$ cat config.mk
export PLATFORM = sky130hd
export DESIGN_NAME = mips_fetch_queue
export DESIGN_NICKNAME = d
export VERILOG_FILES = /design/src/rtl/mips_pkg.sv /design/src/rtl/fetch_fifo.sv /design/src/rtl/mips_fetch_queue.sv
export SDC_FILE = /design/constraint.sdc
export NUM_CORES = 1
export LEC_CHECK = 0
export BUFFER_PORTS_ARGS = -buffer_cell sky130_fd_sc_hd__buf_4
export CAP_MARGIN = 0
export CORE_MARGIN = 4
export CORE_UTILIZATION = 25
export CTS_BUF_LIST = sky130_fd_sc_hd__clkbuf_8 sky130_fd_sc_hd__clkbuf_16
export DETAILED_ROUTE_END_ITERATION = 8
export PLACE_DENSITY = 0.42
export SYNTH_ARGS = -nofsm -noshare
export SYNTH_HDL_FRONTEND = slang
export SYNTH_SLANG_ARGS = --single-unit
export TNS_END_PERCENT = 30
$ cat constraint.sdc
create_clock -name clk -period 2.3 [get_ports clk]
set_clock_uncertainty 0.2 [all_clocks]
set_input_delay 0.345 -clock clk [delete_from_list [all_inputs] [get_ports clk]]
set_output_delay 0.345 -clock clk [all_outputs]
set_load 0.05 [all_outputs]
$ cat src/rtl/mips_pkg.sv
// Shared MIPS front-end constants and the fetch-queue entry layout.
package mips_pkg;

    localparam int          DATA_WIDTH       = 32;
    localparam logic [5:0]  OP_J             = 6'h02;
    localparam logic [5:0]  OP_JAL           = 6'h03;
    localparam logic [31:0] PC_STEP          = 32'd4;
    localparam logic [31:0] DEFAULT_RESET_PC = 32'h0040_0000;

    typedef struct packed {
        logic        predicted;
        logic [31:0] pc;
        logic [31:0] pc_plus_4;
        logic [31:0] instr;
    } fetch_entry_t;

    localparam int ENTRY_WIDTH = $bits(fetch_entry_t);

endpackage

$ cat src/rtl/fetch_fifo.sv
// Generic show-ahead FIFO with a one-cycle flush; head data reads zero while empty.
module fetch_fifo #(
    parameter  int WIDTH = 97,
    parameter  int DEPTH = 4,
    localparam int PTR_W = $clog2(DEPTH),
    localparam int CNT_W = PTR_W + 1
) (
    input  logic             clk,
    input  logic             reset,
    input  logic             push,
    input  logic             pop,
    input  logic             flush,
    input  logic [WIDTH-1:0] data_i,
    output logic [WIDTH-1:0] data_o,
    output logic [CNT_W-1:0] count_o
);

    logic [WIDTH-1:0] mem_q [DEPTH];
    logic [WIDTH-1:0] mem_d [DEPTH];
    logic [PTR_W-1:0] wr_ptr_q, wr_ptr_d;
    logic [PTR_W-1:0] rd_ptr_q, rd_ptr_d;
    logic [CNT_W-1:0] count_q, count_d;
    logic             push_en;
    logic             pop_en;

    assign pop_en  = pop & (count_q != '0);
    assign push_en = push & ((count_q != CNT_W'(DEPTH)) | pop_en);

    always_comb begin
        mem_d    = mem_q;
        wr_ptr_d = wr_ptr_q;
        rd_ptr_d = rd_ptr_q;
        count_d  = count_q;
        if (flush) begin
            wr_ptr_d = '0;
            rd_ptr_d = '0;
            count_d  = '0;
        end else begin
            if (push_en) begin
                mem_d[wr_ptr_q] = data_i;
                wr_ptr_d        = wr_ptr_q + PTR_W'(1);
            end
            if (pop_en) begin
                rd_ptr_d = rd_ptr_q + PTR_W'(1);
            end
            case ({push_en, pop_en})
                2'b10:   count_d = count_q + CNT_W'(1);
                2'b01:   count_d = count_q - CNT_W'(1);
                default: count_d = count_q;
            endcase
        end
    end

    always_ff @(posedge clk) begin
        if (reset) begin
            mem_q    <= '{default: '0};
            wr_ptr_q <= '0;
            rd_ptr_q <= '0;
            count_q  <= '0;
        end else begin
            mem_q    <= mem_d;
            wr_ptr_q <= wr_ptr_d;
            rd_ptr_q <= rd_ptr_d;
            count_q  <= count_d;
        end
    end

    assign data_o  = (count_q == '0) ? '0 : mem_q[rd_ptr_q];
    assign count_o = count_q;

endmodule

$ cat src/rtl/mips_fetch_queue.sv
// Instruction-fetch front end: PC register, next-PC selection and a show-ahead fetch queue.
// Optional J predecode is enabled by defining FETCH_JUMP_PREDECODE_EN.
module mips_fetch_queue
    import mips_pkg::*;
#(
    parameter  int          DATA_WIDTH  = mips_pkg::DATA_WIDTH,
    parameter  int          QUEUE_DEPTH = 4,
    parameter  logic [31:0] RESET_PC    = DEFAULT_RESET_PC,
    localparam int          CNT_W       = $clog2(QUEUE_DEPTH) + 1
) (
    input  logic                  clk,
    input  logic                  reset,
    output logic [DATA_WIDTH-1:0] imem_addr_o,
    input  logic [DATA_WIDTH-1:0] imem_data_i,
    input  logic                  redirect_valid_i,
    input  logic [DATA_WIDTH-1:0] redirect_pc_i,
    output logic                  instr_valid_o,
    input  logic                  instr_ready_i,
    output logic [DATA_WIDTH-1:0] instr_o,
    output logic [DATA_WIDTH-1:0] pc_o,
    output logic [DATA_WIDTH-1:0] pc_plus_4_o,
    output logic                  instr_predicted_o,
    output logic [CNT_W-1:0]      queue_count_o
);

    logic [31:0]  pc_q, pc_d;
    logic [31:0]  pc_plus4;
    logic [31:0]  next_pc;
    logic         predicted;
    logic         push;
    logic         pop;
    logic [CNT_W-1:0] count;
    fetch_entry_t push_entry;
    fetch_entry_t head_entry;
    logic         unused_redirect_lsb;

    assign pc_plus4 = pc_q + PC_STEP;

`ifdef FETCH_JUMP_PREDECODE_EN
    // JAL still goes through EX so the link register write happens there.
    always_comb begin
        predicted = (imem_data_i[31:26] == OP_J);
        next_pc   = predicted ? {pc_plus4[31:28], imem_data_i[25:0], 2'b00} : pc_plus4;
    end
`else
    always_comb begin
        predicted = 1'b0;
        next_pc   = pc_plus4;
    end
`endif

    assign pop  = instr_valid_o & instr_ready_i;
    assign push = ~redirect_valid_i & ((count < CNT_W'(QUEUE_DEPTH)) | pop);

    always_comb begin
        pc_d = pc_q;
        if (redirect_valid_i) begin
            pc_d = {redirect_pc_i[31:2], 2'b00};
        end else if (push) begin
            pc_d = next_pc;
        end
    end

    always_ff @(posedge clk) begin
        if (reset) begin
            pc_q <= RESET_PC;
        end else begin
            pc_q <= pc_d;
        end
    end

    always_comb begin
        push_entry           = '0;
        push_entry.predicted = predicted;
        push_entry.pc        = pc_q;
        push_entry.pc_plus_4 = pc_plus4;
        push_entry.instr     = imem_data_i;
    end

    fetch_fifo #(
        .WIDTH (ENTRY_WIDTH),
        .DEPTH (QUEUE_DEPTH)
    ) u_fifo (
        .clk     (clk),
        .reset   (reset),
        .push    (push),
        .pop     (pop),
        .flush   (redirect_valid_i),
        .data_i  (push_entry),
        .data_o  (head_entry),
        .count_o (count)
    );

    assign unused_redirect_lsb = ^redirect_pc_i[1:0];

    assign imem_addr_o       = pc_q;
    assign instr_valid_o     = (count != '0);
    assign instr_o           = head_entry.instr;
    assign pc_o              = head_entry.pc;
    assign pc_plus_4_o       = head_entry.pc_plus_4;
    assign instr_predicted_o = head_entry.predicted;
    assign queue_count_o     = count;

endmodule
* Word level (Yosys, flattened, before mapping)
Index checks and enable logic that the tools add are counted.
** Word-level totals
- Register bits :: 427
- Bits in latches :: 0
- Bits in writable memories :: 0
- ROM bits :: 0
- Logic and storage cells :: 47
- Memories kept :: 0
** Cells by class
- Add/sub/neg operators :: 5
- Multipliers :: 0
- Div/mod/pow operators :: 0
- $lt $le $gt $ge :: 4
- Eq/ne operators :: 3
- Shift operators :: 0
- Multiplexer cells :: 10
- Bitwise logic cells :: 9
- Reduce and logical (&&, ||, !) cells :: 7
** Operator list (count)
- bitwise mux 388 bit :: 1
- two-way mux 97 bit :: 4
- binary-select mux 97 bit (select 2 bit) :: 1
- demux 97 bit (select 2 bit) :: 1
- two-way mux 32 bit :: 2
- adder 32 x 3 -> 32 bit, second input constant :: 1
- >= comparator 3 bit, second input constant :: 2
- inverter 2 -> 3 bit :: 2
- one-hot mux 3 bit (2 select lines) :: 1
- adder 2 x 1 -> 2 bit, second input constant :: 2
- AND 1 bit :: 4
- nonzero test 2 bit :: 2
- adder 3 x 1 -> 3 bit, second input constant :: 1
- logical NOT 3 bit :: 1
- < comparator 3 x 1 -> 1 bit, second input constant :: 1
- < comparator 3 bit, second input constant :: 1
- != test 3 bit, second input constant :: 1
- nonzero test 3 bit :: 1
- subtractor 3 x 1 -> 3 bit, second input constant :: 1
- == test 2 x 1 -> 1 bit, second input constant :: 1
- == test 2 bit, second input constant :: 1
- OR 1 bit :: 2
- AND reduction 2 bit :: 1
- OR reduction 2 bit :: 1
- other kinds (2) :: 2

* Logic depth before layout (Yosys ltp)
Gate-level depths: netlist (run 1).
- Depth after elaboration :: 7
- Gate-level depth with buffers :: 11
- Gate-level depth less buffers :: 8

* By module
Synthesis (run 1) repeated with hierarchy kept, for this count alone.
** Second synthesis, totals
- Cell total of the unflattened synthesis :: 1950
- Area total of the unflattened synthesis :: 21116.5 um^2
** Modules (own cells, without submodules)
- fetch_fifo :: times used 1, cells an instance 1639, area an instance 18788.0 um^2
- mips_fetch_queue :: times used 1, cells an instance 311, area an instance 2328.5 um^2

* Worst setup path before layout (run 1)
Ideal clock, no wire load.
- Path type :: register to register
- Start point :: register pc_q[3] (netlist: imem_addr_o[3])
- End point :: register u_fifo.mem_q[153] (netlist name)
- Library setup time :: 0.091 ns
- Data arrival time :: 2.432 ns
- Data required time :: 2.009 ns
- Slack :: -0.423 ns
- Stages on the path, launching flop included :: 7
- Buffers on the path :: 1
- Clock period less this slack :: 2.723 ns
- Cells stage by stage :: dfxtp_1 -> ha_1 -> nand3_1 -> clkbuf_1 -> or3_1 -> or3_1 -> a311oi_1
** On the way
- Cells in the longest elaborated chain, start to end :: 2
** Ends and longest elaborated chain
- from (decl) :: line mips_fetch_queue.sv:26 : logic [31:0] pc_q, pc_d;
- from (signal assigned) :: line mips_fetch_queue.sv:68 : pc_q <= pc_d;
- adder 32 x 3 -> 32 bit :: line mips_fetch_queue.sv:37 : assign pc_plus4 = pc_q + PC_STEP;
- bitwise mux 388 bit :: line fetch_fifo.sv:40 : mem_d[wr_ptr_q] = data_i;
- to (signal assigned) :: line fetch_fifo.sv:61 : mem_q <= mem_d;
- to (decl) :: line fetch_fifo.sv:18 : logic [WIDTH-1:0] mem_q [DEPTH];
No other way between the ends.
A chain may end at the register's enable or synchronous reset.

* Worst setup path after layout (run 1)
- Start point :: register u_fifo.rd_ptr_q[0]
- End point :: output pc_o[25]
** On the way
- Cells in the longest elaborated chain, start to end :: 5
** Ends and longest elaborated chain
- from (decl) :: line fetch_fifo.sv:21 : logic [PTR_W-1:0] rd_ptr_q, rd_ptr_d;
- from (signal assigned) :: line fetch_fifo.sv:63 : rd_ptr_q <= rd_ptr_d;
- inverter 2 -> 3 bit (not written as such) :: line fetch_fifo.sv:68 : assign data_o = (count_q == '0) ? '0 : mem_q[rd_ptr_q];
- binary-select mux 97 bit (select 2 bit) :: line fetch_fifo.sv:68
- two-way mux 97 bit (not written as such) (2 in a row) :: line fetch_fifo.sv:68
- two-way mux 97 bit :: line fetch_fifo.sv:68
- to (decl) :: line mips_fetch_queue.sv:20 : output logic [DATA_WIDTH-1:0] pc_o,
No other way between the ends. The select of a mux whose other input is x is not followed.

==> run_results.csv, run 1 <==
group,metric,value,unit
die,die-height,278,um
die,io_pins,201,
outcome,violations,"negative setup slack",
worst_setup_path,timing.rr.end,"u_fifo.mem_q[152]",
global_routing,grt_use_total,0.164,
yosys,syn_area,18200,um2
yosys,netlist_instances,2112,
sta,setup_ws,-0.481,ns
place,gp_congestion,0.772,
finish,synthToLayoutAreaGrowth,35.9,%
detailed_routing,ant_nets,0,
power_and_ir_drop,finalPower,17.7,mW
hold_path,hold_path_end,"imem_addr_o[18]",
cts,clockBufferDepth,3,
yosys,synth_area_leaders,"dfxtp_1, mux4_2, nand2_1",
hold_path,min_path_cells,3,
detailed_routing,vias_per_cell,4.90,
sta,slew_headroom,0.454,
power_and_ir_drop,peakVddDrop,0.554,mV
yosys,yosysTopAreaCellShare,0.445,
detailed_routing,drt_wl_total,66900,um
worst_setup_path,rr_worst_depth,5,
sta,holdWs,0.0938,ns
detailed_routing,drtIter0Drc,1098,
place,dp_hpwl,42500,um
global_routing,grt_pass1_wl,100000,um
power_and_ir_drop,leakage,8.62,nW
cts,clockRootBuffer,"clkbuf_16",
global_routing,grt_pass1_vias,16075,
worst_setup_path,cp-end-kind,"primary output",
worst_setup_path,crit_fanout,12,
global_routing,antenna_found_initial,0,
hold_path,worstHoldStart,"redirect_valid_i",
cts,cts.sinks,405,
detailed_routing,wl_per_cell,20.1,um
sta,grt_setup_unrepaired,"yes",
sta,fin_crit,2.78,ns
detailed_routing,num_vias,16327,
worst_setup_path,crit_required,1.75,ns
cts,htreeDepth,2,
sta,clock.fmax,360,MHz
worst_setup_path,arrival,2.24,ns
yosys,synth_edf_count,0,
finish,diodes,0,
place,port_buffers,191,
yosys,ys.warnings.count,0,
yosys,postSynthAreaPerCell,8.64,um2
cts,cts_buffers,49,
die,start_util,0.254,
global_routing,overflow,0,
sta,drv_slew,0,
cts,cts.clk_slew.worst_paths,0.06,ns
worst_setup_path,reg2reg_slack,0.06,ns
yosys,ys_ff_latch,405,
cts,cts_tree,"yes",
worst_setup_path,path_class,"flop to primary output",
sta,fin_crit_sh,1.21,
yosys,synthArstFlopShare,0,
die,die_w,278,um
sta,hold_viol,0,
power_and_ir_drop,power-per-cell-area,713,nW/um2
finish,final_layout_size_suffix_gt1_frac,0.269,
finish,nets,2424,
outcome,status,"finished with violations",
die,fp.dieArea,77300,um2
sta,worst_slew_pin_slew,0.811,ns
sta,setup_violations,92,
die,core-area,71900,um2
worst_setup_path,start_kind,"flop",
yosys,synth_area_leader_cell,"dfxtp_1",
detailed_routing,drt_drc_violations_left,0,
die,core.rowCount,98,
yosys,ys.flop_type,"dfxtp_1",
hold_path,hold_path.class,"primary input to flop",
worst_setup_path,r2r-start,"imem_addr_o[17]",
yosys,yosys.cell_types.count,46,
run,drv_cap,0,
yosys,synth-seq-area-share,0.445,
global_routing,grt_max_degree,62,
cts,clk_latency,0.60,ns
detailed_routing,firstDrtPassIters,5,
what timing repair did:
action	CTS	global route
hold buffers	64	0
setup endpoints to repair	115	119
gates cloned	0	5
resized for setup	40	165
pin swaps	1	2
buffers inserted	5	1
endpoints found under the hold margin	168	0
flip-flops by register name, summed over array words and instances, names as in the netlist:
register	cells
u_fifo.mem_q	368
imem_addr_o	30
u_fifo.count_o	3
u_fifo.rd_ptr_q	2
u_fifo.wr_ptr_q	2
worst max-delay path, cell delays in order (launching register included):
cell and delay [ns]:
dfxtp_4 0.45, buf_12 0.19, buf_12 0.16, mux4_2 0.52
and2_4 0.18, buf_6 0.14
cells by family (layout without fill, tap and decap cells):
logic type / Yosys count / after routing / synth area share
other: 1 / 7 / 0.000206
AOI/OAI and AO/OA: 449 / 449 / 0.152
buffers and inverters: 224 / 491 / 0.0506
xor gates and xnor gates: 28 / 28 / 0.0134
adders and majority gates: 7 / 7 / 0.00521
and+or+nand+nor: 906 / 906 / 0.220
muxes: 92 / 92 / 0.114
DFF: 405 / 405 / 0.445
cell type report:
class	count	area (um2)
Fill cell	7411	47100
Multi-Input combinational cell	1489	9590
Sequential cell	405	8180
Timing Repair Buffer	394	4110
Clock buffer	59	1400
Tap cell	950	1190
Clock inverter	28	278
Inverter	10	37.5
how the worst max path moves through the flow:
stage	start	to	slack (ns)
global route	u_fifo.rd_ptr_q[0]	pc_o[9]	-0.58
CTS	u_fifo.rd_ptr_q[0]	pc_plus_4_o[17]	-0.56
global placement	imem_addr_o[8]	u_fifo.mem_q[62]	-0.02
finish	u_fifo.rd_ptr_q[0]	pc_o[25]	-0.48
detailed placement	imem_addr_o[8]	u_fifo.mem_q[62]	-0.06
floorplan	u_fifo.rd_ptr_q[0]	instr_o[14]	-0.08
power breakdown:
| group | switching (mW) | internal, mW | total (mW) | leakage [nW] |
|---|---|---|---|---|
| clock network | 3.22 | 4.86 | 8.09 | 0.865 |
| logic | 1.34 | 0.863 | 2.21 | 4.45 |
| registers | 0.144 | 7.24 | 7.39 | 3.30 |
cell usage after synthesis, types with 2 or more instances:
| library cell | count |
|---|---|
| a2111oi_0 | 10 |
| a211oi_1 | 76 |
| a21oi_1 | 263 |
| a311oi_1 | 65 |
| and2_1 | 109 |
| and3_1 | 12 |
| and4_1 | 6 |
| buf_1 | 16 |
| buf_2 | 14 |
| buf_4 | 17 |
| clkbuf_1 | 167 |
| dfxtp_1 | 405 |
| ha_1 | 6 |
| inv_1 | 10 |
| mux4_2 | 92 |
| nand2_1 | 527 |
| nand2b_1 | 5 |
| nand3_1 | 16 |
| nand3b_1 | 2 |
| nand4_1 | 10 |
| nand4_2 | 2 |
| nand4b_1 | 2 |
| nor2_1 | 145 |
| nor2b_1 | 3 |
| nor3_1 | 13 |
| nor4_1 | 18 |
| o21ai_0 | 17 |
| o21bai_1 | 4 |
| o31ai_1 | 8 |
| or2_2 | 2 |
| or3_1 | 21 |
| or4_1 | 8 |
| or4_4 | 2 |
| xnor2_1 | 20 |
| xor2_1 | 8 |
layer usage:
metal,global-route usage,vias to the layer above,wire length (um)
li1,-,7833,-
met1,0.225,7969,30700
met2,0.269,445,31300
met3,0.0282,80,3460
met4,0.0434,0,1410
met5,0,-,0
metrics by stage:
stage / instance area, um2 / worst slack (ns) / TNS [ns] / utilization / instances
6_report: 24800 / -0.481 / -39.03 / 0.345 / 3335
5_1_grt: 24800 / -0.576 / -46.06 / 0.345 / 3335
4_1_cts: 24100 / -0.558 / -45.46 / 0.336 / 3329
3_5_place_dp: 21600 / -0.0553 / -0.645 / 0.301 / 3173
3_3_place_gp: 21600 / -0.0244 / -0.134 / 0.301 / 3173
2_1_floorplan: 18400 / -0.0774 / -1.54 / - / 2118
cell usage in the layout, fill, tap and decap left out, types with 14 or more instances in the layout:
cell,netlist,layout
dfxtp_4,0,14
o21ai_0,17,17
a21oi_1,263,263
dlygate4sd3_1,0,64
buf_4,17,195
a311oi_1,65,62
nor4_1,18,17
nor2_1,145,145
or3_1,21,17
and2_1,109,25
clkbuf_16,0,56
and2_4,0,84
buf_6,0,77
nand2_1,527,527
dfxtp_1,405,378
buf_12,0,41
a211oi_1,76,76
xnor2_1,20,20
mux4_2,92,92
inv_1,10,18
Power figures use the tool's default switching activity.
==> run 2: changes to the inputs <==
Settings changed: PLACE_DENSITY 0.42 to 0.41.
Clock period 2.3 ns to 2.9 ns, I/O delays scaled along.
==> run_results.csv, run 2 (synthesis results as in run 1) <==
group,metric,value,unit
outcome,status,"finished with violations",
outcome,violations,"negative setup slack",
place,gp_congestion,0.766,
sta,setup_ws,-0.0348,ns
finish,largest_register,"u_fifo.mem_q",
run,drv_cap,0,
detailed_routing,drt_drc_violations_left,0,
die,core.rowCount,98,
place,post-place-cells,3136,
cts,cts.sinks,405,
global_routing,grt_pass1_vias,15993,
sta,slew_headroom,0.519,
sta,holdWs,0.0106,ns
power_and_ir_drop,switchingPower,3.73,mW
cts,clockBufferDepth,3,
power_and_ir_drop,netSwitchingFraction,0.256,
detailed_routing,num_vias,16133,
sta,setup_violations,10,
die,io_pins,201,
cts,htreeDepth,2,
finish,finalNonFillerCells,3289,
sta,worst_slew_pin_slew,0.720,ns
finish,final_common_cell,"nand2_1",
die,start_util,0.254,
detailed_routing,firstDrtPassIters,7,
detailed_routing,wl_per_cell,20.0,um
cts,cts_buffers,49,
detailed_routing,ant_nets,0,
die,fp.dieArea,77300,um2
power_and_ir_drop,pwr-share-clk,0.483,
power_and_ir_drop,pwr-share-seq,0.402,
cts,clockRootBuffer,"clkbuf_16",
die,die_w,278,um
power_and_ir_drop,comb_power_share,0.114,
power_and_ir_drop,power-per-cell-area,600,nW/um2
global_routing,grt_pass1_wl,101000,um
cts,clk_latency,0.60,ns
sta,grt_setup_unrepaired,"yes",
global_routing,antenna_found_initial,0,
sta,hold_viol,0,
place,dp_hpwl,41400,um
finish,synthToLayoutAreaGrowth,33.1,%
hold_path,hold_path.class,"primary input to flop",
sta,tns,-0.187,ns
detailed_routing,drtIter0Drc,1026,
worst_setup_path,cp-end-kind,"primary output",
power_and_ir_drop,p_int,10.8,mW
worst_setup_path,start_kind,"flop",
die,core-area,71900,um2
global_routing,overflow,0,
detailed_routing,vias_per_cell,4.91,
power_and_ir_drop,peakVddDrop,0.302,mV
worst_setup_path,crit_required,2.27,ns
place,port_buffers,191,
power_and_ir_drop,leakage,8.38,nW
sta,clock.fmax,341,MHz
sta,fin_crit,2.93,ns
die,die-height,278,um
worst_setup_path,crit_fanout,6,
finish,final_layout_size_suffix_gt1_frac,0.238,
sta,fin_crit_sh,1.01,
global_routing,grt_max_degree,100,
worst_setup_path,path_class,"flop to primary output",
finish,layout_common_cells,"nand2_1, dfxtp_1, a21oi_1",
finish,largest_reg_flops,368,
detailed_routing,drt_wl_total,65800,um
global_routing,grt_use_total,0.166,
cts,cts.clk_slew.worst_paths,0.06,ns
sta,drv_slew,0,
finish,nets,2374,
cts,cts_tree,"yes",
worst_setup_path,arrival,2.30,ns
[run 2: what timing repair did]
item                       4_1_cts  5_1_grt
hold buffers                    47        0
hold endpoints to repair       143        0
pin swaps                        1        0
gates cloned                     8        0
setup endpoints to repair       68       77
resized for setup              139       34
setup buffers                    8        0
[run 2: layout make-up]
cell class	instances	area [um2]
well taps	950	1190
clock inverters	30	478
diodes	2	5.00
inverters	10	37.5
multi-input cells	1489	9460
repair buffers	344	3600
clock buffers	59	1390
flip-flops and latches	405	8120
fillers	7402	47600
[run 2: final timing paths]
| kind | startpoint | endpoint | slack [ns] | depth (start not counted) |
|---|---|---|---|---|
| max | u_fifo.rd_ptr_q[0] | pc_o[7] | -0.03 | 6 |
| min | redirect_pc_i[21] | imem_addr_o[21] | 0.01 | 3 |
| max reg2reg | imem_addr_o[26] | u_fifo.mem_q[156] | 0.33 | 4 |
| min reg2reg | u_fifo.mem_q[68] | u_fifo.mem_q[68] | 0.25 | 2 |
[run 2: power groups by stage]
| stage | Combinational, mW | Clock (mW) | Sequential, mW |
|---|---|---|---|
| final | 1.67 | 7.04 | 5.87 |
| after global routing | 1.80 | 7.49 | 5.88 |
| after CTS | 1.67 | 7.26 | 5.86 |
| after detailed placement | 1.54 | 0 | 5.98 |
| after global placement | 1.53 | 0 | 5.98 |
| after floorplan | 0.854 | 0 | 6.05 |
[run 2: stage by stage]
stage                     cell area, um2  setup WS, ns  power, mW  utilization
after floorplan                    18300         0.177       6.91            -
after global placement             21100         0.407       7.50        0.293
after detailed placement           21100         0.352       7.53        0.293
after CTS                          24200        -0.100       14.8        0.337
after global routing               24300        -0.117       15.2        0.338
final                              24300       -0.0348       14.6        0.338
[run 2: worst max-delay path: stages, from the launching register on]
cell     delay (ns)
dfxtp_4        0.40
buf_12         0.13
buf_16         0.15
buf_6          0.12
mux4_2         0.56
and2_4         0.19
buf_6          0.14
[run 2: metal layers]
| metal | vias to the layer above | track usage | wire, um |
|---|---|---|---|
| met5 | - | 0 | 0 |
| met4 | 0 | 0.0387 | 1350 |
| met3 | 85 | 0.0242 | 3070 |
| met2 | 391 | 0.272 | 31100 |
| met1 | 7913 | 0.231 | 30300 |
| li1 | 7744 | - | - |
